==> src/rtl/ecpri_resp_sched_pkg.sv <==
// Shared types and constants for the eCPRI response scheduler.
package ecpri_pkg;

   localparam int DEF_LEN_W  = 16;
   localparam int DEF_ADDR_W = 8;

   localparam logic KIND_WR = 1'b0;
   localparam logic KIND_RD = 1'b1;

   typedef struct packed {
      logic                  kind;
      logic [DEF_LEN_W-1:0]  len;
      logic [DEF_ADDR_W-1:0] addr;
   } ecpri_req_t;

   typedef enum logic [1:0] {
      IDLE,
      ISSUE,
      WAIT
   } sched_state_t;

endpackage

==> src/rtl/ecpri_resp_sched_if.sv <==
// Bundle of request, transmit-handshake and memory-arbitration signals
// between the scheduler and its surrounding receive/transmit blocks.
interface ecpri_resp_sched_if #(
   parameter int LEN_W  = 16,
   parameter int ADDR_W = 8,
   parameter int QDEPTH = 4
);
   localparam int CNT_W = $clog2(QDEPTH) + 1;

   logic              wr_req;
   logic              rd_req;
   logic [LEN_W-1:0]  req_len;
   logic [ADDR_W-1:0] req_addr;
   logic              tx_start;
   logic              tx_kind;
   logic [LEN_W-1:0]  tx_len;
   logic [ADDR_W-1:0] tx_addr;
   logic              tx_done;
   logic              rx_mem_req;
   logic              tx_mem_req;
   logic              mem_gnt_rx;
   logic              mem_gnt_tx;
   logic [CNT_W-1:0]  q_count;
   logic              overflow;
   logic              tx_timeout;
   logic [7:0]        drop_cnt;

   // Scheduler side.
   modport master (
      input  wr_req, rd_req, req_len, req_addr, tx_done, rx_mem_req, tx_mem_req,
      output tx_start, tx_kind, tx_len, tx_addr, mem_gnt_rx, mem_gnt_tx,
             q_count, overflow, tx_timeout, drop_cnt
   );

   // Parser / builder / memory-client side.
   modport slave (
      output wr_req, rd_req, req_len, req_addr, tx_done, rx_mem_req, tx_mem_req,
      input  tx_start, tx_kind, tx_len, tx_addr, mem_gnt_rx, mem_gnt_tx,
             q_count, overflow, tx_timeout, drop_cnt
   );

endinterface

==> src/rtl/ecpri_resp_sched_fifo.sv <==
// Request FIFO accepting up to two entries and releasing one per cycle.
// A second push lands directly behind the first; push1 alone uses the
// current write slot.
module ecpri_req_fifo #(
   parameter int WIDTH = 25,
   parameter int DEPTH = 4
)(
   input  logic                       clk,
   input  logic                       rst,
   input  logic                       push0,
   input  logic [WIDTH-1:0]           data0,
   input  logic                       push1,
   input  logic [WIDTH-1:0]           data1,
   input  logic                       pop,
   output logic [WIDTH-1:0]           head,
   output logic [$clog2(DEPTH):0]     free,
   output logic [$clog2(DEPTH):0]     count
);
   localparam int PTR_W = $clog2(DEPTH);
   localparam int CNT_W = PTR_W + 1;

   logic [WIDTH-1:0] mem [DEPTH];
   logic [PTR_W-1:0] wr_ptr;
   logic [PTR_W-1:0] rd_ptr;
   logic [CNT_W-1:0] occ;
   logic [1:0]       n_push;

   assign n_push = {1'b0, push0} + {1'b0, push1};
   assign head   = mem[rd_ptr];
   assign free   = CNT_W'(DEPTH) - occ;
   assign count  = occ;

   // Pointer and occupancy bookkeeping; pointers wrap naturally since DEPTH is a power of two.
   always_ff @(posedge clk or posedge rst) begin
      if (rst) begin
         wr_ptr <= '0;
         rd_ptr <= '0;
         occ    <= '0;
      end else begin
         wr_ptr <= wr_ptr + PTR_W'(n_push);
         rd_ptr <= rd_ptr + PTR_W'(pop);
         occ    <= occ + CNT_W'(n_push) - CNT_W'(pop);
      end
   end

   // Entry storage needs no reset: occupancy decides what is valid.
   always_ff @(posedge clk) begin
      if (push0)
         mem[wr_ptr] <= data0;
      if (push1)
         mem[wr_ptr + PTR_W'(push0)] <= data1;
   end

endmodule

==> src/rtl/ecpri_resp_sched.sv <==
// eCPRI response scheduler: queues write/read response requests, issues
// them one at a time to the transmit builder with a done/timeout
// handshake, and arbitrates the shared payload-memory port.
module ecpri_resp_sched
   import ecpri_pkg::*;
#(
   parameter int LEN_W   = DEF_LEN_W,
   parameter int ADDR_W  = DEF_ADDR_W,
   parameter int QDEPTH  = 4,
   parameter int TIMEOUT = 1024
)(
   input logic                 inp_clk,
   input logic                 reset,
   ecpri_resp_sched_if.master  bus
);
   localparam int CNT_W   = $clog2(QDEPTH) + 1;
   localparam int ENTRY_W = 1 + LEN_W + ADDR_W;
   localparam int TO_W    = (TIMEOUT > 1) ? $clog2(TIMEOUT) : 1;

   sched_state_t       state;
   sched_state_t       next_state;
   logic               pop;
   logic               tx_start;
   logic               tx_timeout;
   logic [TO_W-1:0]    to_cnt;

   logic [ENTRY_W-1:0] wr_entry;
   logic [ENTRY_W-1:0] rd_entry;
   logic [ENTRY_W-1:0] data0;
   logic [ENTRY_W-1:0] data1;
   logic [ENTRY_W-1:0] head;
   logic               push0;
   logic               push1;
   logic [CNT_W-1:0]   free;
   logic [CNT_W-1:0]   count;
   logic [CNT_W:0]     space;
   logic [1:0]         n_drop;
   logic [8:0]         drop_sum;

   logic               tx_kind_q;
   logic [LEN_W-1:0]   tx_len_q;
   logic [ADDR_W-1:0]  tx_addr_q;
   logic               overflow_q;
   logic [7:0]         drop_cnt_q;
   logic               gnt_rx;
   logic               gnt_tx;

   assign wr_entry = {KIND_WR, bus.req_len, bus.req_addr};
   assign rd_entry = {KIND_RD, bus.req_len, bus.req_addr};

   // Space seen by new requests includes the slot freed by a same-cycle pop.
   assign space    = {1'b0, free} + {{CNT_W{1'b0}}, pop};
   assign drop_sum = {1'b0, drop_cnt_q} + {7'd0, n_drop};

   ecpri_req_fifo #(
      .WIDTH (ENTRY_W),
      .DEPTH (QDEPTH)
   ) u_fifo (
      .clk   (inp_clk),
      .rst   (reset),
      .push0 (push0),
      .data0 (data0),
      .push1 (push1),
      .data1 (data1),
      .pop   (pop),
      .head  (head),
      .free  (free),
      .count (count)
   );

   // Admit requests write-first while space remains; whatever does not fit is dropped.
   always_comb begin
      push0  = 1'b0;
      push1  = 1'b0;
      data0  = wr_entry;
      data1  = rd_entry;
      n_drop = 2'd0;
      if (bus.wr_req && bus.rd_req) begin
         if (space > {{CNT_W{1'b0}}, 1'b1}) begin
            push0 = 1'b1;
            push1 = 1'b1;
         end else if (space != '0) begin
            push0  = 1'b1;
            n_drop = 2'd1;
         end else begin
            n_drop = 2'd2;
         end
      end else if (bus.wr_req || bus.rd_req) begin
         data0 = bus.wr_req ? wr_entry : rd_entry;
         if (space != '0)
            push0 = 1'b1;
         else
            n_drop = 2'd1;
      end
   end

   // Overflow pulse and saturating drop counter.
   always_ff @(posedge inp_clk or posedge reset) begin
      if (reset) begin
         overflow_q <= 1'b0;
         drop_cnt_q <= 8'd0;
      end else begin
         overflow_q <= (n_drop != 2'd0);
         drop_cnt_q <= drop_sum[8] ? 8'hFF : drop_sum[7:0];
      end
   end

   // Issue FSM: next state, pop strobe and the start/timeout pulses.
   always_comb begin
      next_state = state;
      pop        = 1'b0;
      tx_start   = 1'b0;
      tx_timeout = 1'b0;
      case (state)
         IDLE: begin
            if (count != '0) begin
               pop        = 1'b1;
               next_state = ISSUE;
            end
         end
         ISSUE: begin
            tx_start   = 1'b1;
            next_state = WAIT;
         end
         WAIT: begin
            if (bus.tx_done) begin
               next_state = IDLE;
            end else if (to_cnt == TO_W'(TIMEOUT - 1)) begin
               tx_timeout = 1'b1;
               next_state = IDLE;
            end
         end
         default: next_state = IDLE;
      endcase
   end

   // State register, timeout counter and the held response descriptor.
   always_ff @(posedge inp_clk or posedge reset) begin
      if (reset) begin
         state     <= IDLE;
         to_cnt    <= '0;
         tx_kind_q <= 1'b0;
         tx_len_q  <= '0;
         tx_addr_q <= '0;
      end else begin
         state <= next_state;
         if (state == ISSUE)
            to_cnt <= '0;
         else if (state == WAIT && !bus.tx_done)
            to_cnt <= to_cnt + TO_W'(1);
         if (pop)
            {tx_kind_q, tx_len_q, tx_addr_q} <= head;
      end
   end

   // Memory port arbiter: holder keeps the port until its request drops,
   // an idle port goes to receive first.
   always_ff @(posedge inp_clk or posedge reset) begin
      if (reset) begin
         gnt_rx <= 1'b0;
         gnt_tx <= 1'b0;
      end else if (gnt_rx) begin
         gnt_rx <= bus.rx_mem_req;
      end else if (gnt_tx) begin
         gnt_tx <= bus.tx_mem_req;
      end else if (bus.rx_mem_req) begin
         gnt_rx <= 1'b1;
      end else if (bus.tx_mem_req) begin
         gnt_tx <= 1'b1;
      end
   end

   assign bus.tx_start   = tx_start;
   assign bus.tx_kind    = tx_kind_q;
   assign bus.tx_len     = tx_len_q;
   assign bus.tx_addr    = tx_addr_q;
   assign bus.mem_gnt_rx = gnt_rx;
   assign bus.mem_gnt_tx = gnt_tx;
   assign bus.q_count    = count;
   assign bus.overflow   = overflow_q;
   assign bus.tx_timeout = tx_timeout;
   assign bus.drop_cnt   = drop_cnt_q;

endmodule

==> src/flat_wrapper.sv <==
// flat-port wrapper written by rule: the top's interface ports become plain ports
module ecpri_resp_sched_flat import ecpri_pkg::*;
#(
   parameter int LEN_W   = DEF_LEN_W,
   parameter int ADDR_W  = DEF_ADDR_W,
   parameter int QDEPTH  = 4,
   parameter int TIMEOUT = 1024
)
  (inp_clk, reset, bus_wr_req, bus_rd_req, bus_req_len, bus_req_addr, bus_tx_done, bus_rx_mem_req, bus_tx_mem_req, bus_tx_start, bus_tx_kind, bus_tx_len, bus_tx_addr, bus_mem_gnt_rx, bus_mem_gnt_tx, bus_q_count, bus_overflow, bus_tx_timeout, bus_drop_cnt);
  ecpri_resp_sched_if #(.LEN_W(LEN_W), .ADDR_W(ADDR_W), .QDEPTH(QDEPTH)) bus_i ();
  input logic inp_clk;
  input logic reset;
  input wire logic [$bits(bus_i.wr_req)-1:0] bus_wr_req;
  input wire logic [$bits(bus_i.rd_req)-1:0] bus_rd_req;
  input wire logic [$bits(bus_i.req_len)-1:0] bus_req_len;
  input wire logic [$bits(bus_i.req_addr)-1:0] bus_req_addr;
  input wire logic [$bits(bus_i.tx_done)-1:0] bus_tx_done;
  input wire logic [$bits(bus_i.rx_mem_req)-1:0] bus_rx_mem_req;
  input wire logic [$bits(bus_i.tx_mem_req)-1:0] bus_tx_mem_req;
  output wire logic [$bits(bus_i.tx_start)-1:0] bus_tx_start;
  output wire logic [$bits(bus_i.tx_kind)-1:0] bus_tx_kind;
  output wire logic [$bits(bus_i.tx_len)-1:0] bus_tx_len;
  output wire logic [$bits(bus_i.tx_addr)-1:0] bus_tx_addr;
  output wire logic [$bits(bus_i.mem_gnt_rx)-1:0] bus_mem_gnt_rx;
  output wire logic [$bits(bus_i.mem_gnt_tx)-1:0] bus_mem_gnt_tx;
  output wire logic [$bits(bus_i.q_count)-1:0] bus_q_count;
  output wire logic [$bits(bus_i.overflow)-1:0] bus_overflow;
  output wire logic [$bits(bus_i.tx_timeout)-1:0] bus_tx_timeout;
  output wire logic [$bits(bus_i.drop_cnt)-1:0] bus_drop_cnt;
  assign bus_i.wr_req = bus_wr_req;
  assign bus_i.rd_req = bus_rd_req;
  assign bus_i.req_len = bus_req_len;
  assign bus_i.req_addr = bus_req_addr;
  assign bus_i.tx_done = bus_tx_done;
  assign bus_i.rx_mem_req = bus_rx_mem_req;
  assign bus_i.tx_mem_req = bus_tx_mem_req;
  assign bus_tx_start = bus_i.tx_start;
  assign bus_tx_kind = bus_i.tx_kind;
  assign bus_tx_len = bus_i.tx_len;
  assign bus_tx_addr = bus_i.tx_addr;
  assign bus_mem_gnt_rx = bus_i.mem_gnt_rx;
  assign bus_mem_gnt_tx = bus_i.mem_gnt_tx;
  assign bus_q_count = bus_i.q_count;
  assign bus_overflow = bus_i.overflow;
  assign bus_tx_timeout = bus_i.tx_timeout;
  assign bus_drop_cnt = bus_i.drop_cnt;
  ecpri_resp_sched #(.LEN_W(LEN_W), .ADDR_W(ADDR_W), .QDEPTH(QDEPTH), .TIMEOUT(TIMEOUT)) u_core (.inp_clk(inp_clk), .reset(reset), .bus(bus_i));
endmodule
==> config.mk <==
export PLATFORM = sky130hd
export DESIGN_NAME = ecpri_resp_sched_flat
export DESIGN_NICKNAME = d
export VERILOG_FILES = /design/src/rtl/ecpri_resp_sched_pkg.sv /design/src/rtl/ecpri_resp_sched_if.sv /design/src/rtl/ecpri_resp_sched_fifo.sv /design/src/rtl/ecpri_resp_sched.sv /design/src/flat_wrapper.sv
export SDC_FILE = /design/constraint.sdc
export NUM_CORES = 1
export LEC_CHECK = 0
export CAP_MARGIN = 20
export CORE_AREA = 4 4 143 110
export CTS_CLUSTER_SIZE = 20
export DETAILED_ROUTE_END_ITERATION = 12
export DIE_AREA = 0 0 147 114
export PLACE_DENSITY = 0.71
export SLEW_MARGIN = 15
export SYNTH_ARGS = -nofsm -noshare
export SYNTH_HDL_FRONTEND = slang
export SYNTH_SLANG_ARGS = --single-unit
==> constraint.sdc <==
create_clock -name inp_clk -period 9.46 [get_ports inp_clk]
set_input_delay 1.892 -clock inp_clk [delete_from_list [all_inputs] [get_ports inp_clk]]
set_output_delay 1.892 -clock inp_clk [all_outputs]
set_load 0.01 [all_outputs]
# --- After elaboration in Yosys (flattened, before gate mapping) ---
# Memories as Yosys holds them, arrays and structs flattened. A register that Yosys moved wholly into a read port is not among the register bits.
# Index checks and enable logic that the tools add are counted.
totals:
  reg_bits: 30
  latchBits: 0
  ram_bits: 100
  mem_bits_ro: 0
  output_inout_bits: 41
  elab_cells: 73
  mem_count: 1
memory_table:
  columns: ["name", "depth", "width", "rd", "rd_ports_with_merged_regs", "write_ports", "line_no", "source"]
  rows:
  - ["u_core.u_fifo.mem", 4, 25, 1, 1, 2, "ecpri_resp_sched_fifo.sv:22", "logic [WIDTH-1:0] mem [DEPTH];"]
op_classes:
  n_addsub: 10
  multipliers: 0
  n_div: 0
  magnitude_cmp: 1
  eq_ne: 5
  n_shift: 0
  muxes: 37
  n_bitwise: 0
  reduce_logical: 10
op_table:
  columns: ["operator", "n"]
  rows:
  - ["25-bit 2-to-1 mux", 3]
  - ["1-bit 2-to-1 mux", 23]
  - ["10-bit 2-to-1 mux", 2]
  - ["2-bit 2-to-1 mux", 7]
  - ["10-bit by 1-bit adder with 10-bit output (second input constant)", 1]
  - ["10-bit == test (second input constant)", 1]
  - ["8-bit by 2-bit adder with 9-bit output", 1]
  - ["8-bit 2-to-1 mux", 1]
  - ["2-bit case mux with 3 select lines", 1]
  - ["2-bit by 1-bit adder with 2-bit output", 2]
  - ["3-bit by 1-bit adder with 4-bit output", 1]
  - ["4-bit by 1-bit greater-than comparator with 1-bit output (second input constant)", 1]
  - ["2-bit nonzero test", 2]
  - ["4-bit nonzero test", 1]
  - ["3-bit by 2-bit adder with 3-bit output", 1]
  - ["3-bit by 2-bit inequality test with 1-bit output (second input constant)", 1]
  - ["3-bit nonzero test", 1]
  - ["3-bit by 1-bit subtractor with 3-bit output", 1]
  - ["3-bit subtractor (first input constant)", 1]
  - ["1-bit by 1-bit adder with 2-bit output", 1]
  - ["2-bit adder", 1]
  - ["2-bit by 1-bit == test with 1-bit output (second input constant)", 1]
  - ["2-bit == test (second input constant)", 1]
  - ["1-bit logical AND", 2]
  - ["5 further kinds", 5]

# --- Longest topological paths before layout ---
# Gate-level depths: netlist (run 1).
logic_depth:
  word_depth: 11
  ltp_mapped: 18
  ltp_nobuf: 17

# --- By module ---
# From an unflattened synthesis (run 1), not the netlist that was laid out.
unflattened:
  cells_unflattened: 467
  area_unflattened_um2: 7542.2
by_module_without_submodules:
  columns: ["mod", "instances", "cells_per_inst", "area_each_um2", "seq_area_each_um2"]
  rows:
  - ["ecpri_req_fifo", 1, 285, 5357.6, 3178.0]
  - ["ecpri_resp_sched", 1, 182, 2184.6, 1201.2]

# --- Least setup slack after synthesis (run 1) ---
# Ideal clock, no wire load.
synth_path:
  kind: "input to output"
  start: "input port bus_tx_done"
  end: "output port bus_tx_timeout"
  arrival_ns: 2.751
  required_time_ns: 7.568
  path_slack_ns: 4.817
  path_stages: 3
  cell_sequence: "clkbuf_1 > nand2b_1 > nor4b_1"
synth_via:
  elab_chain_len: 2
synth_rtl:
  columns: ["element", "line_no", "source"]
  rows:
  - ["start, declared", "flat_wrapper.sv:17", "input wire logic [$bits(bus_i.tx_done)-1:0] bus_tx_done;"]
  - ["1-bit 2-to-1 mux", "ecpri_resp_sched.sv:126", "if (bus.tx_done) begin"]
  - ["1-bit 2-to-1 mux", "ecpri_resp_sched.sv:114", "case (state)"]
  - ["end, declared", "flat_wrapper.sv:28", "output wire logic [$bits(bus_i.tx_timeout)-1:0] bus_tx_timeout;"]
# Every way passes these cells.

# --- Final worst setup path (run 1) ---
# Ends and elaborated chain as after synthesis.

==> results of run 1 <==
metal layers:
layer  part of all wire, %  GRT usage, %  vias to the layer above
met4                  0.57          4.16                        0
met3                   5.2          4.65                        4
met5                     0             0                        -
li1                      -             -                     1950
met1                    46          23.6                     1994
met2                    48          26.8                       94
registers in the layout, indices dropped and copies added (netlist names):
register and flops:
u_core.state 2, u_core.bus.tx_kind 1, u_core.bus.mem_gnt_rx 1, u_core.u_fifo.rd_ptr 2, u_core.to_cnt 10, u_core.u_fifo.count 3
u_core.bus.tx_len 16, u_core.u_fifo.mem 100, u_core.u_fifo.wr_ptr 2, u_core.bus.overflow 1, u_core.bus.tx_addr 8, u_core.bus.mem_gnt_tx 1
u_core.bus.drop_cnt 8
layout make-up:
class,instances,area (um2),share of cell area (%)
Multi-Input combinational cell,292,2540,29.6
Clock inverter,15,166,1.94
Tap cell,200,250,2.92
Inverter,21,78.8,0.919
Sequential cell,155,4340,50.6
Timing Repair Buffer,78,783,9.13
Clock buffer,17,425,4.96
cells in the final DEF, fill, tap and decap left out, drive strengths merged, types with 3 or more instances in the layout:
cell | synthesis | final
edfxtp | 96 | 96
clkdlybuf4s50 | 0 | 71
dfrtp | 55 | 55
nor2b | 51 | 51
and2 | 49 | 49
mux2 | 26 | 26
mux4 | 25 | 25
inv | 21 | 25
nand2 | 21 | 21
clkbuf | 8 | 17
ha | 13 | 13
nor2 | 10 | 10
a21oi | 10 | 10
nor3 | 9 | 9
xnor2 | 8 | 8
nand3 | 8 | 8
o21ai | 7 | 7
buf | 13 | 7
xor2 | 6 | 6
clkinv | 0 | 6
nor3b | 4 | 4
dfxtp | 4 | 4
nand2b | 3 | 3
clkinvlp | 0 | 3
nor4b | 3 | 3
a2111oi | 3 | 3
per-stage QoR:
stage          hold WS (ns)  setup slack, ns  utilization [%]  cell area [um2]  power [mW]
3_3_place_gp          0.468             3.97             55.6             7960        2.71
2_1_floorplan         0.458             4.82                -             7050        2.30
5_1_grt               0.519             3.81             60.0             8580        3.67
6_report              0.490             3.93             60.0             8580        3.43
4_1_cts               0.493             3.93             59.8             8550        3.46
3_5_place_dp          0.485             3.93             55.6             7960        2.77
worst paths after layout:
path | startpoint | endpoint | cells after the start
max reg2reg | u_core.u_fifo.count[0] | u_core.u_fifo.mem[3][11] | 15
max in group asynchronous | reset | u_core.u_fifo.rd_ptr[0] | 3
max | bus_tx_done | bus_tx_timeout | 4
min reg2reg | u_core.bus.mem_gnt_tx | u_core.bus.mem_gnt_rx | 1
min | u_core.bus.mem_gnt_tx | u_core.bus.mem_gnt_rx | 1
min in group asynchronous | reset | u_core.bus.drop_cnt[5] | 3
kinds of logic (layout without fill, tap and decap cells):
family          after synthesis  in the layout  synth area share [%]
mux                          53             53                  12.4
flops                       155            155                  61.5
buf+inv                      42            131                  2.71
fa+ha+maj                    15             15                  2.87
compound gates               40             40                  4.51
xor+xnor                     14             14                  1.74
simple gates                170            170                  14.2
where the power goes:
part,internal (mW),switching (mW),total (mW)
Clock,0.393,0.283,0.676
Sequential,1.19,0.170,1.36
Combinational,0.685,0.712,1.40
Total,2.26,1.17,3.43
==> results.md, run 1 <==
Outcome:
- The flow ran to the end, and the final reports show no timing, DRC or antenna violations.

Setup path:
- Along the worst path, the maximum fanout reaches 9.
- The worst path required time is 7.57 ns.
- The setup path with the least slack is of type input pin to primary output.
- The worst setup path is launched from an input pin.
- The worst stage delay on the critical path is 0.59 ns.
- The setup slack of the most critical reg-to-reg path is 4.30 ns.
- The kind of cell adding the most delay to the critical path is buffers and inverters.
- The endpoint class of the critical path is a primary output.
- Together, buffers and inverters on the worst path number 2.
- Walking the worst path, the cells encountered are clkdlybuf4s50_1 -> nand2b_1 -> nor4b_1 -> clkdlybuf4s50_1.
- The most numerous cell on the critical path is clkdlybuf4s50_1.
- The endpoint arrival time on the critical path is 3.63 ns.
- The library cell contributing the largest single delay on the critical path is clkdlybuf4s50_1.

Synth:
- In this run, synthesis produced a sequential element count of 155.
- By count the netlist is led by edfxtp_1 (96), dfrtp_1 (55), nor2b_1 (51).
- The number of nets in the synthesized netlist is 535.
- The netlist uses 58 different library cells.
- The mapped netlist covers 7050 um2.
- Synthesis handed over a netlist of 489 instances.
- The most common flop cell mapped by yosys is edfxtp_1.
- Summed over its instances, the top area cell type makes up 40.9% of the synthesized netlist area.
- The sequential fraction of the synthesis area is 61.5%.
- The dominant cell by count in the synthesized netlist is edfxtp_1.
- The number of warnings printed during yosys synthesis is 0.
- Ranked by total cell area, the synthesized netlist is headed by edfxtp_1 (41%), dfrtp_1 (20%), mux4_2 (8.0%), nor2b_1 (4.5%), and2_1 (4.3%).
- A synthesized cell averages 14.4 um2.
- In the synthesized netlist the async set-or-reset flop fraction comes to 35.5%.
- Of all cell types, the one taking the most synthesized area is edfxtp_1.
- The number of flops mapped to enable cells by yosys is 96.

Floorplan:
- 72 I/O pins were placed.
- The die is 147 um wide.
- The floorplan step defined a die boundary enclosing 16800 um2.
- The die is 114 um tall.
- In this run the standard cell core region covers 14300 um2.
- The floorplan has 38 rows.
- For this configuration, the core starts out at a cell density of 49.3%.

Placed design:
- At the end of routability-driven placement, the weighted congestion stood at 0.822.
- The total of buffers placed on input and output ports is 71.
- After detailed placement, the design holds a cell count of 745.
- The HPWL after detailed placement is 8130 um.

Detailed routing:
- Summed over all layers, the routed wires come to 13300 um.
- The first detailed-routing pass took 5 iterations.
- The number of routed nets with antenna violations is 0.
- Summing over every cut layer, the via total after detailed routing is 4042.
- The remaining design rule violation count is 0.
- Using the TritonRoute via totals, the vias-per-cell ratio works out to 5.20.
- The number of DRC markers in iteration 0 is 298.
- The per-cell routed wire length is 17.0 um.

Timing:
- The worst clock skew is 0.00728 ns.
- For the pin with the worst max-slew slack, the measured transition is 1.07 ns.
- The routed design could run at a clock period as short as 5.53 ns.
- In the finished design, the share of the clock period the worst path needs comes to 58.4%.
- After routing, the total negative slack on setup checks comes to 0 ns.
- The number of hold-slack violations in the final timing report is 0.
- In this run the tightest slew margin relative to its limit is 28.9%.
- The upper clock frequency limit is 181 MHz.
- The count of final max-slew check failures is 0.
- Setup repair after global routing left no endpoint under its margin.
- Setup violations remaining at the end of the flow were counted as 0.

Clocking:
- The maximum buffer depth of the clock tree is 2.
- TritonCTS built the clock tree.
- The number of post-CTS setup repair buffers is 0.
- Gates resized during post-CTS repair numbered 0.
- The H-tree generated during clock tree synthesis spans 4 levels.
- The cell sitting at the root of the clock tree is a clkbuf_16.
- For the worst-skew pair, the clock arrives at the later sink with an insertion delay of 0.42 ns.
- Buffers inserted to repair hold after CTS numbered 0.
- CTS saw 155 sinks.
- The clock-pin slew reported for the worst setup and hold paths after clock tree synthesis is 0.06 ns.
- The clock buffer count from CTS is 17.

Cells and area:
- Once layout is complete, the cells apart from fillers number 778.
- Of the cells placed in the final design, the portion with a size suffix greater than 1 is 17.8%.
- Relative to the synthesized area, the layout overhead comes to 21.7%.
- Fill cells in the final layout number 1119.
- The repair_antennas step left the layout with diodes totalling 0.
- The final net count is 611.

Power and ir drop:
- The power per unit of standard cell area is 400 nW/um2.
- The leakage power figure is 3.18 nW.
- The maximum VDD drop is 0.197 mV.

Flow run:
- The max capacitance violation total is 0.

Hold path:
- The tightest min-delay check is of the register to register type.

GRT:
- The via count of the first global-routing pass was 4178.
- In the global route stage, overall resource usage came out at 16.9%.
- The initial antenna violation count is 0.
- The wire length of the first global-routing pass is 21900 um.
- The total overflow left after global routing is 0.
- Entering global routing, the biggest net connects 56 pins.
(Power assumes the default switching activity.)
==> inputs of run 2 (changes only) <==
- clock period: 9.46 -> 5.2 ns (I/O delays scaled with it)
==> run 2 against run 1 <==
Compared with the run above:
- clock power rose by 110%
- non-clock buffer count is 1 higher
- sequential power up 83%
- cell area grew 0.95%
- largest power group unchanged
==> results.md, run 2 (synthesis gave the netlist of run 1 again) <==
Outcome:
- The run finished with clean final reports.

Timing:
- The final clock period utilization by the worst path is 86.7%.
- The least setup slack across all paths after layout is 0.690 ns (-3.24 ns).
- The upper clock frequency limit is 222 MHz.
- The aggregate negative setup slack is 0 ns (unchanged).
- The count of endpoints failing setup in the final report is 0 (unchanged).
- Subtracting the final worst setup slack from the clock period gives 4.51 ns.
- The headroom to the max-slew limit is 37.7% (+8.8 points).
- Setup repair after global routing left no endpoint under its margin.
- The worst clock skew was 0.00843 ns (+0.00114 ns).
- The count of final max-slew check failures is 0 (unchanged).
- The transition time of the tightest slew-check pin was 0.935 ns (-0.131 ns).
- The number of hold-slack violations in the final timing report is 0 (unchanged).

Setup path:
- The worst path required time came to 5.31 ns (-2.26 ns).
- The depth of the most critical reg-to-reg path is 15 (unchanged).
- The worst setup path is of the register to register kind.
- The highest fanout seen on the critical path came to 25 (+16).
- The endpoint class of the critical path is a register.
- The endpoint arrival time on the critical path came to 4.62 ns (+0.99 ns).
- The worst setup path is launched from a register.

Power and ir drop:
- The power per unit of standard cell area is 741 nW/um2 (+85%).
- The maximum VDD drop was 0.356 mV (+81%).
- The leakage power figure is 3.23 nW (+1.6%).

Clocking:
- The clock latency at the later pin of the worst-skew pair is 0.41 ns (about the same).
- The number of hold-repair buffers added at the cts stage is 0 (unchanged).
- The post-CTS resize count came to 0 (unchanged).
- The clock-pin slew reported for the worst setup and hold paths after clock tree synthesis is 0.06 ns (about the same).
- The maximum buffer depth of the clock tree is 2 (unchanged).
- The tree is rooted in a clkbuf_16.
- The clock net sink count is 155 (unchanged).
- The clock buffer count from CTS is 17 (unchanged).
- The number of H-tree branching levels is 4 (unchanged).
- TritonCTS built the clock tree.
- The number of post-CTS setup repair buffers is 0 (unchanged).

Detailed routing:
- The number of search-and-repair iterations in the first detailed-routing pass is 5 (unchanged).
- The remaining design rule violation count is 0 (unchanged).
- The number of routed nets with antenna violations is 0 (unchanged).
- The final wirelength is 13500 um (+1.8%).
- The via count is 4197 (+3.8%).
- The number of DRC markers in iteration 0 is 371 (+24%).
- The per-cell via count in the routed design is 5.39 (+3.7%).
- The per-cell routed wire length is 17.3 um (+1.6%).

Floorplan:
- The initial standard-cell utilization of the core is 49.3% (unchanged).
- The I/O pin total is 72 (unchanged).
- The horizontal extent of the die was 147 um (unchanged).
- The y dimension of the die is 114 um (unchanged).
- The overall die area is 16800 um2 (unchanged).
- The placeable core region came to 14300 um2 (unchanged).
- The number of rows in the core area came to 38 (unchanged).

GRT:
- The maximum number of pins on one net before global-route repair is 56 (unchanged).
- The initial antenna violation count is 0 (unchanged).
- The via count of the first global-routing pass was 4283 (+2.5%).
- The overall global routing resource usage is 17.2% (+0.27 points).
- The leftover overflow at the end of global routing came to 0 (unchanged).
- The wire length of the first global-routing pass is 22400 um (+2.4%).

Hold path:
- The hold path depth was 1 (unchanged).
- The type of the tightest min-delay check is register to register.

Cells and area:
- The final cell utilization of the core is 60.5% (+0.57 points).
- The share of final-layout standard cells stronger than drive strength 1 is 17.8% (-0.031 points).
- The number of filler cells placed in the layout is 1062 (-5.1%).
- The final net count is 612 (+0.16%).
- The flip-flop count of the largest register after layout is 100 (unchanged).
- The count of inserted antenna diode cells is 0 (unchanged).
- The most common cell after layout, fill and taps aside is edfxtp_1.
- From synthesis to final layout, the design area changed by 22.8%.
- The final standard cell count with taps included and fillers excluded is 779 (+0.13%).
- More flip-flops sit in one register than any other, and that register is u_core.u_fifo.mem.
- In the layout the commonest cells are edfxtp_1 (96), clkdlybuf4s50_1 (71), dfrtp_1 (54), nor2b_1 (51), and2_1 (49).

Placed design:
- The weighted congestion at the end of routability-driven global placement was 0.833 (+1.3%).
- The worst-case setup slack after placement is 0.680 ns (-3.25 ns).
- The number of placed instances with taps included is 747 (+0.27%).
- The HPWL reported at the end of detailed placement was 8600 um (+5.8%).
- The total of buffers placed on input and output ports is 71 (unchanged).

Flow run:
- The max capacitance violation total is 0 (unchanged).
==> run 2: cell count changes in the layout (fill, tap and decap cells not counted), sizes merged <==
cell / change
clkinvlp: -2
clkinv: -2
bufinv: +4
buf: +1
inv: -4
clkbuf: +4
==> run 2: report_power, final <==
| group | total, mW | leakage [nW] | switching (mW) | internal (mW) |
|---|---|---|---|---|
| combinational | 2.50 | 1.27 | 1.27 | 1.23 |
| sequential | 2.49 | 1.63 | 0.336 | 2.16 |
| clock | 1.42 | 0.333 | 0.481 | 0.939 |
==> run 2: worst paths after layout <==
check                                       startpoint                 endpoint  slack, ns
worst max-delay path            u_core.u_fifo.count[0]  u_core.u_fifo.mem[3][1]       0.69
max in group asynchronous                        reset  u_core.u_fifo.rd_ptr[0]       3.50
min in group asynchronous                        reset      u_core.bus.overflow       1.17
worst min register to register   u_core.bus.mem_gnt_tx    u_core.bus.mem_gnt_rx       0.49
worst max register to register  u_core.u_fifo.count[0]  u_core.u_fifo.mem[3][1]       0.69
worst min-delay path             u_core.bus.mem_gnt_tx    u_core.bus.mem_gnt_rx       0.49
==> run 2: critical path, stage by stage, from the launching register on <==
cell and delay (ns):
dfrtp_1 0.39, inv_1 0.06, ha_1 0.19, ha_1 0.22, nor3_4 0.15, ha_1 0.22, ha_1 0.31, nor3b_1 0.47
a211oi_1 0.24, ha_1 0.38, inv_1 0.06, a2111oi_1 0.49, a2bb2oi_2 0.12, buf_4 0.25, inv_1 0.36, buf_4 0.31
==> run 2: per-stage QoR <==
stage	hold WS (ns)	area (um2)	power (mW)
6_report	0.486	8660	6.42
5_1_grt	0.527	8660	6.84
4_1_cts	0.492	8660	6.49
3_5_place_dp	0.484	7980	5.04
3_3_place_gp	0.466	7980	4.92
2_1_floorplan	0.458	7050	4.19
==> run 2: area by class of cell <==
cell class | count | area, um2 | area share (%)
inverter | 21 | 78.8 | 0.910
timing repair buffer | 79 | 771 | 8.90
clock inverter | 11 | 215 | 2.48
sequential | 155 | 4340 | 50.1
multi-input combinational | 292 | 2540 | 29.3
tap | 200 | 250 | 2.89
clock buffer | 21 | 470 | 5.43
==> run 2: per-layer routing <==
layer  share of wire (%)  GRT usage [%]  vias to the layer above  wire (um)
li1                    -              -                     1939          -
met4                0.76           3.97                        0        103
met3                 5.3           5.12                       11        721
met2                  48           27.5                      118       6500
met5                   0              0                        -          0
met1                  46           23.7                     2129       6170
==> inputs of run 3 (changes only) <==
- ABC_AREA: default -> 1
- CORE_AREA: 4 4 143 110 -> 4 4 144 112
- DIE_AREA: 0 0 147 114 -> 0 0 148 116
- PLACE_DENSITY: 0.71 -> 0.7
==> run 3 against run 2 <==
Compared with the run above:
- synthesized area increased by 2.3%
- non-clock buffer count decreased by 1
- critical path type is now input pin to primary output
- critical path depth decreased by 10
- synthesized cell count increased by 47%
- die area increased by 2.4%
- combinational power increased by 6%
- core utilization decreased by 2.8 points
- fmax increased by 12%
- count of clock-buffer cells in the layout increased by 8
- sequential share of layout area increased by 0.59 points
==> results.md, run 3 <==
Outcome:
- The flow ran to the end, and the final reports show no timing, DRC or antenna violations.

GRT:
- The overall global routing resource usage is 19.4% (+2.2 points).
- The maximum number of pins on one net before global-route repair is 56 (unchanged).
- The via count of the first global-routing pass is 5210 (+22%).
- The initial antenna violation count is 0 (unchanged).
- The leftover overflow at the end of global routing is 0 (unchanged).
- The wire length of the first global-routing pass is 26000 um (+16%).

Synth:
- By area the synthesized netlist is led by edfxtp_1 (40%), dfrtp_1 (19%), nor2_1 (7.7%), a21oi_1 (7.1%), o21ai_0 (3.9%).
- The proportion of netlist area held by the largest area contributor came to 39.9% (-0.93 points).
- Among all flip-flop cells after synthesis, the most frequent one is edfxtp_1.
- The multiplexer fraction of the synthesized cell area came to 0% (-12 points).
- The arithmetic-cell share of the synthesized area counting full adders, half adders and majority gates was 2.81% (-0.066 points).
- The post-synthesis compound-gate area fraction came to 13.9% (+9.4 points).
- Sorting the synthesized cells by how often they occur yields nor2_1 (149), a21oi_1 (102), edfxtp_1 (96).
- The simple-gate share of the synthesized area is 15.7% (+1.5 points).
- The count of different cell masters after synthesis is 36 (-38%).
- The fraction of registers with async set/reset was 35.5% (unchanged).
- After synthesis, the largest family of logic cells by area is simple AND/OR/NAND/NOR gates.
- The number of warnings printed during yosys synthesis is 0 (unchanged).
- The sequential fraction of the synthesis area is 60.1% (-1.4 points).
- The synthesized-area fraction occupied by xor and xnor cells is 0.728% (-1.0 points).
- The post-synthesis instance area is 7220 um2 (+2.3%).
- The gate count of the mapped netlist is 718 (+47%).
- The synthesized netlist net count is 764 (+43%).
- nor2_1 is the most common cell in the netlist.
- The register bit total from synthesis is 155 (unchanged).
- The number of flops mapped to enable cells by yosys was 96 (unchanged).
- The synthesized design spends more area on one cell type than any other, namely edfxtp_1.
- The average size of a mapped cell came to 10.1 um2 (-30%).

Clocking:
- The maximum buffer depth of the clock tree is 2 (unchanged).
- The clock-pin slew reported for the worst setup and hold paths after clock tree synthesis is 0.06 ns (about the same).
- The number of H-tree branching levels came to 4 (unchanged).
- The post-CTS resize count is 0 (unchanged).
- The number of post-CTS setup repair buffers is 0 (unchanged).
- The clock latency at the later pin of the worst-skew pair came to 0.42 ns (about the same).
- The number of hold-repair buffers added at the cts stage is 0 (unchanged).
- The clock tree from TritonCTS is yes.
- The cell chosen for the clock root is clkbuf_16.
- The clock buffer count from CTS came to 17 (unchanged).
- The clock net sink count is 155 (unchanged).

Placed design:
- The HPWL reported at the end of detailed placement is 10200 um (+19%).
- The total of buffers placed on input and output ports came to 71 (unchanged).
- The weighted congestion at the end of routability-driven global placement is 0.857 (+2.9%).
- The cell area after placement is 8010 um2 (+0.45%).

Power and ir drop:
- The cell-internal power is 3.82 mW (-12%).
- The part of the power in combinational logic is 42.8% (+3.8 points).
- The share of power burned in registers is 38.5% (-0.4 points).
- The power per unit of standard cell area is 726 nW/um2 (-2.0%).
- The leakage power figure was 3.36 nW (+4.1%).
- The maximum VDD drop is 0.393 mV (+11%).
- The switching fraction of total power is 38.6% (+6.0 points).
- The proportion of power drawn by the clock network is 18.8% (-3.3 points).
- The switching power came to 2.40 mW (+15%).

Detailed routing:
- The per-cell via count in the routed design was 5.30 (-1.5%).
- The per-cell routed wire length is 15.9 um (-8.4%).
- The final wirelength is 15800 um (+17%).
- The remaining design rule violation count came to 0 (unchanged).
- The number of DRC markers in iteration 0 came to 528 (+42%).
- The via count was 5278 (+26%).
- The number of search-and-repair iterations in the first detailed-routing pass was 5 (unchanged).
- The number of routed nets with antenna violations was 0 (unchanged).

Timing:
- The final clock period utilization by the worst path is 77.4% (-9.4 points).
- The headroom to the max-slew limit is 35.9% (-1.8 points).
- The number of hold-slack violations in the final timing report was 0 (unchanged).
- Setup repair after global routing left no endpoint under its margin.
- The count of endpoints failing setup in the final report is 0 (unchanged).
- The transition time of the tightest slew-check pin was 0.959 ns (+0.0241 ns).
- The aggregate negative setup slack came to 0 ns (unchanged).
- The count of final max-slew check failures is 0 (unchanged).
- The upper clock frequency limit was 249 MHz (+12%).
- The post-layout minimum cycle time is 4.02 ns (-0.487 ns).
- The worst clock skew came to 0.00701 ns (-0.00142 ns).

Floorplan:
- The placeable core region is 14800 um2 (+3.7%).
- The y dimension of the die was 116 um (+1.8%).
- The I/O pin total was 72 (unchanged).
- The initial standard-cell utilization of the core is 48.7% (-0.62 points).
- The overall die area came to 17200 um2 (+2.4%).
- The horizontal extent of the die is 148 um (+0.68%).
- The number of rows in the core area is 39 (+2.6%).

Cells and area:
- The signed area change from the synthesized netlist to the final layout is 18.6%.
- The final instance area came to 8560 um2 (-1.2%).
- The share of final-layout standard cells stronger than drive strength 1 was 7.22% (-11 points).
- The number of filler cells placed in the layout is 1250 (+18%).
- The final cell utilization of the core is 57.7% (-2.8 points).
- Leaving out fill and tap cells, the most frequent cell in the layout is nor2_1.
- The flip-flop count of the largest register after layout is 100 (unchanged).
- The final net count is 823 (+34%).
- The count of inserted antenna diode cells is 0 (unchanged).
- The register with the most flip-flops in the final layout is u_core.u_fifo.mem.
- The top cell types in the final layout, fill and taps aside, are nor2_1 (149), a21oi_1 (102), edfxtp_1 (96), clkdlybuf4s50_1 (71), inv_1 (60).

Setup path:
- The worst stage delay on the critical path was 0.58 ns (+0.09 ns).
- The worst path buffer plus inverter count is 3 (-2).
- The worst path required time was 4.16 ns (-1.15 ns).
- The highest fanout seen on the critical path is 13 (-48%).
- The critical path goes through clkdlybuf4s50_1 -> nor3_2 -> inv_1 -> nor2_1 -> clkdlybuf4s50_1.
- The setup path with the least slack is of type input pin to primary output.
- The capturing point of the worst reg2reg path is u_core.u_fifo.mem[1][6].
- The setup slack of the most critical reg-to-reg path was 1.20 ns (+0.51 ns).
- The endpoint arrival time on the critical path is 2.98 ns (-1.64 ns).
- The origin of the critical flop-to-flop path is u_core.u_fifo.count[0].
- The critical path ends at bus_tx_timeout.
- The depth of the most critical reg-to-reg path is 14 (-1).
- The startpoint of the worst setup timing path is bus_tx_done.
- The library cell contributing the largest single delay on the critical path is nor3_2.
- The kind of cell with the highest combined delay along the critical path is buffers and inverters.
- The path length in cells of the critical path is 5 (-10).
- The worst setup path is captured at a primary output.
- STA classifies the critical path startpoint as an input pin.
- The most numerous cell type found on the critical path is clkdlybuf4s50_1.

Hold path:
- The type of the tightest min-delay check is register to register.

Flow run:
- The max capacitance violation total is 0 (unchanged).
run 3: changes by cell type in the layout (fill, tap and decap cells not counted), moves of 25 or more:
| cell | change |
|---|---|
| mux4_2 | -25 |
| nor2b_1 | -51 |
| a31oi_1 | +26 |
| nand2_1 | +25 |
| and2_1 | -49 |
| nor2_1 | +139 |
| inv_1 | +40 |
| mux2_2 | -26 |
| a21oi_1 | +93 |
| o21ai_0 | +49 |
run 3: per-layer routing:
layer | global-route usage [%] | part of all wire (%) | vias up
met4 | 6.52 | 1.6 | 0
met5 | 0 | 0 | -
met1 | 25.5 | 44 | 2502
li1 | - | - | 2583
met2 | 32.1 | 48 | 169
met3 | 4.61 | 6.1 | 24
run 3: stage by stage:
| stage | power (mW) | cells | hold slack [ns] | setup slack, ns |
|---|---|---|---|---|
| 3_3_place_gp | 4.95 | 963 | 0.435 | 1.24 |
| 3_5_place_dp | 5.07 | 963 | 0.446 | 1.18 |
| 4_1_cts | 6.26 | 995 | 0.460 | 1.18 |
| 6_report | 6.21 | 995 | 0.455 | 1.18 |
| 5_1_grt | 6.68 | 995 | 0.491 | 0.981 |
| 2_1_floorplan | 4.25 | 718 | 0.424 | 1.31 |
run 3: cell families (layout without fill, tap and decap cells):
kind of cell	Yosys count	after routing
compound gates	192	192
xor+xnor	6	6
fa+ha+maj	15	15
buf+inv	106	178
flops	155	155
simple gates	244	244
run 3: worst min-delay path by stage:
stage / start / cells past startpoint / endpoint / slack, ns
global route: u_core.u_fifo.mem[3][24] / 2 / u_core.u_fifo.mem[3][24] / 0.49
finish: u_core.u_fifo.mem[1][24] / 2 / u_core.u_fifo.mem[1][24] / 0.46
floorplan: u_core.u_fifo.mem[1][24] / 2 / u_core.u_fifo.mem[1][24] / 0.42
detailed placement: u_core.u_fifo.mem[1][24] / 2 / u_core.u_fifo.mem[1][24] / 0.45
global placement: u_core.u_fifo.mem[1][24] / 2 / u_core.u_fifo.mem[1][24] / 0.43
CTS: u_core.u_fifo.mem[1][24] / 2 / u_core.u_fifo.mem[1][24] / 0.46
run 3: tightest hold or removal path, stage by stage (launching register included):
cell and delay (ns):
dfxtp_1 0.32, nand2_1 0.05, nand3_1 0.06
run 3: power groups by stage:
stage	clock network [mW]	registers, mW	logic [mW]
2_1_floorplan	0	2.42	1.84
3_3_place_gp	0	2.40	2.56
3_5_place_dp	0	2.42	2.66
4_1_cts	1.18	2.39	2.68
5_1_grt	1.24	2.45	2.99
6_report	1.17	2.39	2.66
run 3: final cells by class:
class / instances / area (um2) / share of cell area [%]
Clock buffer: 29 / 480 / 5.61
Sequential cell: 155 / 4340 / 50.7
Multi-Input combinational cell: 457 / 2400 / 28.0
Timing Repair Buffer: 78 / 763 / 8.92
Inverter: 68 / 258 / 3.01
Clock inverter: 3 / 65.1 / 0.760
Tap cell: 205 / 256 / 3.00
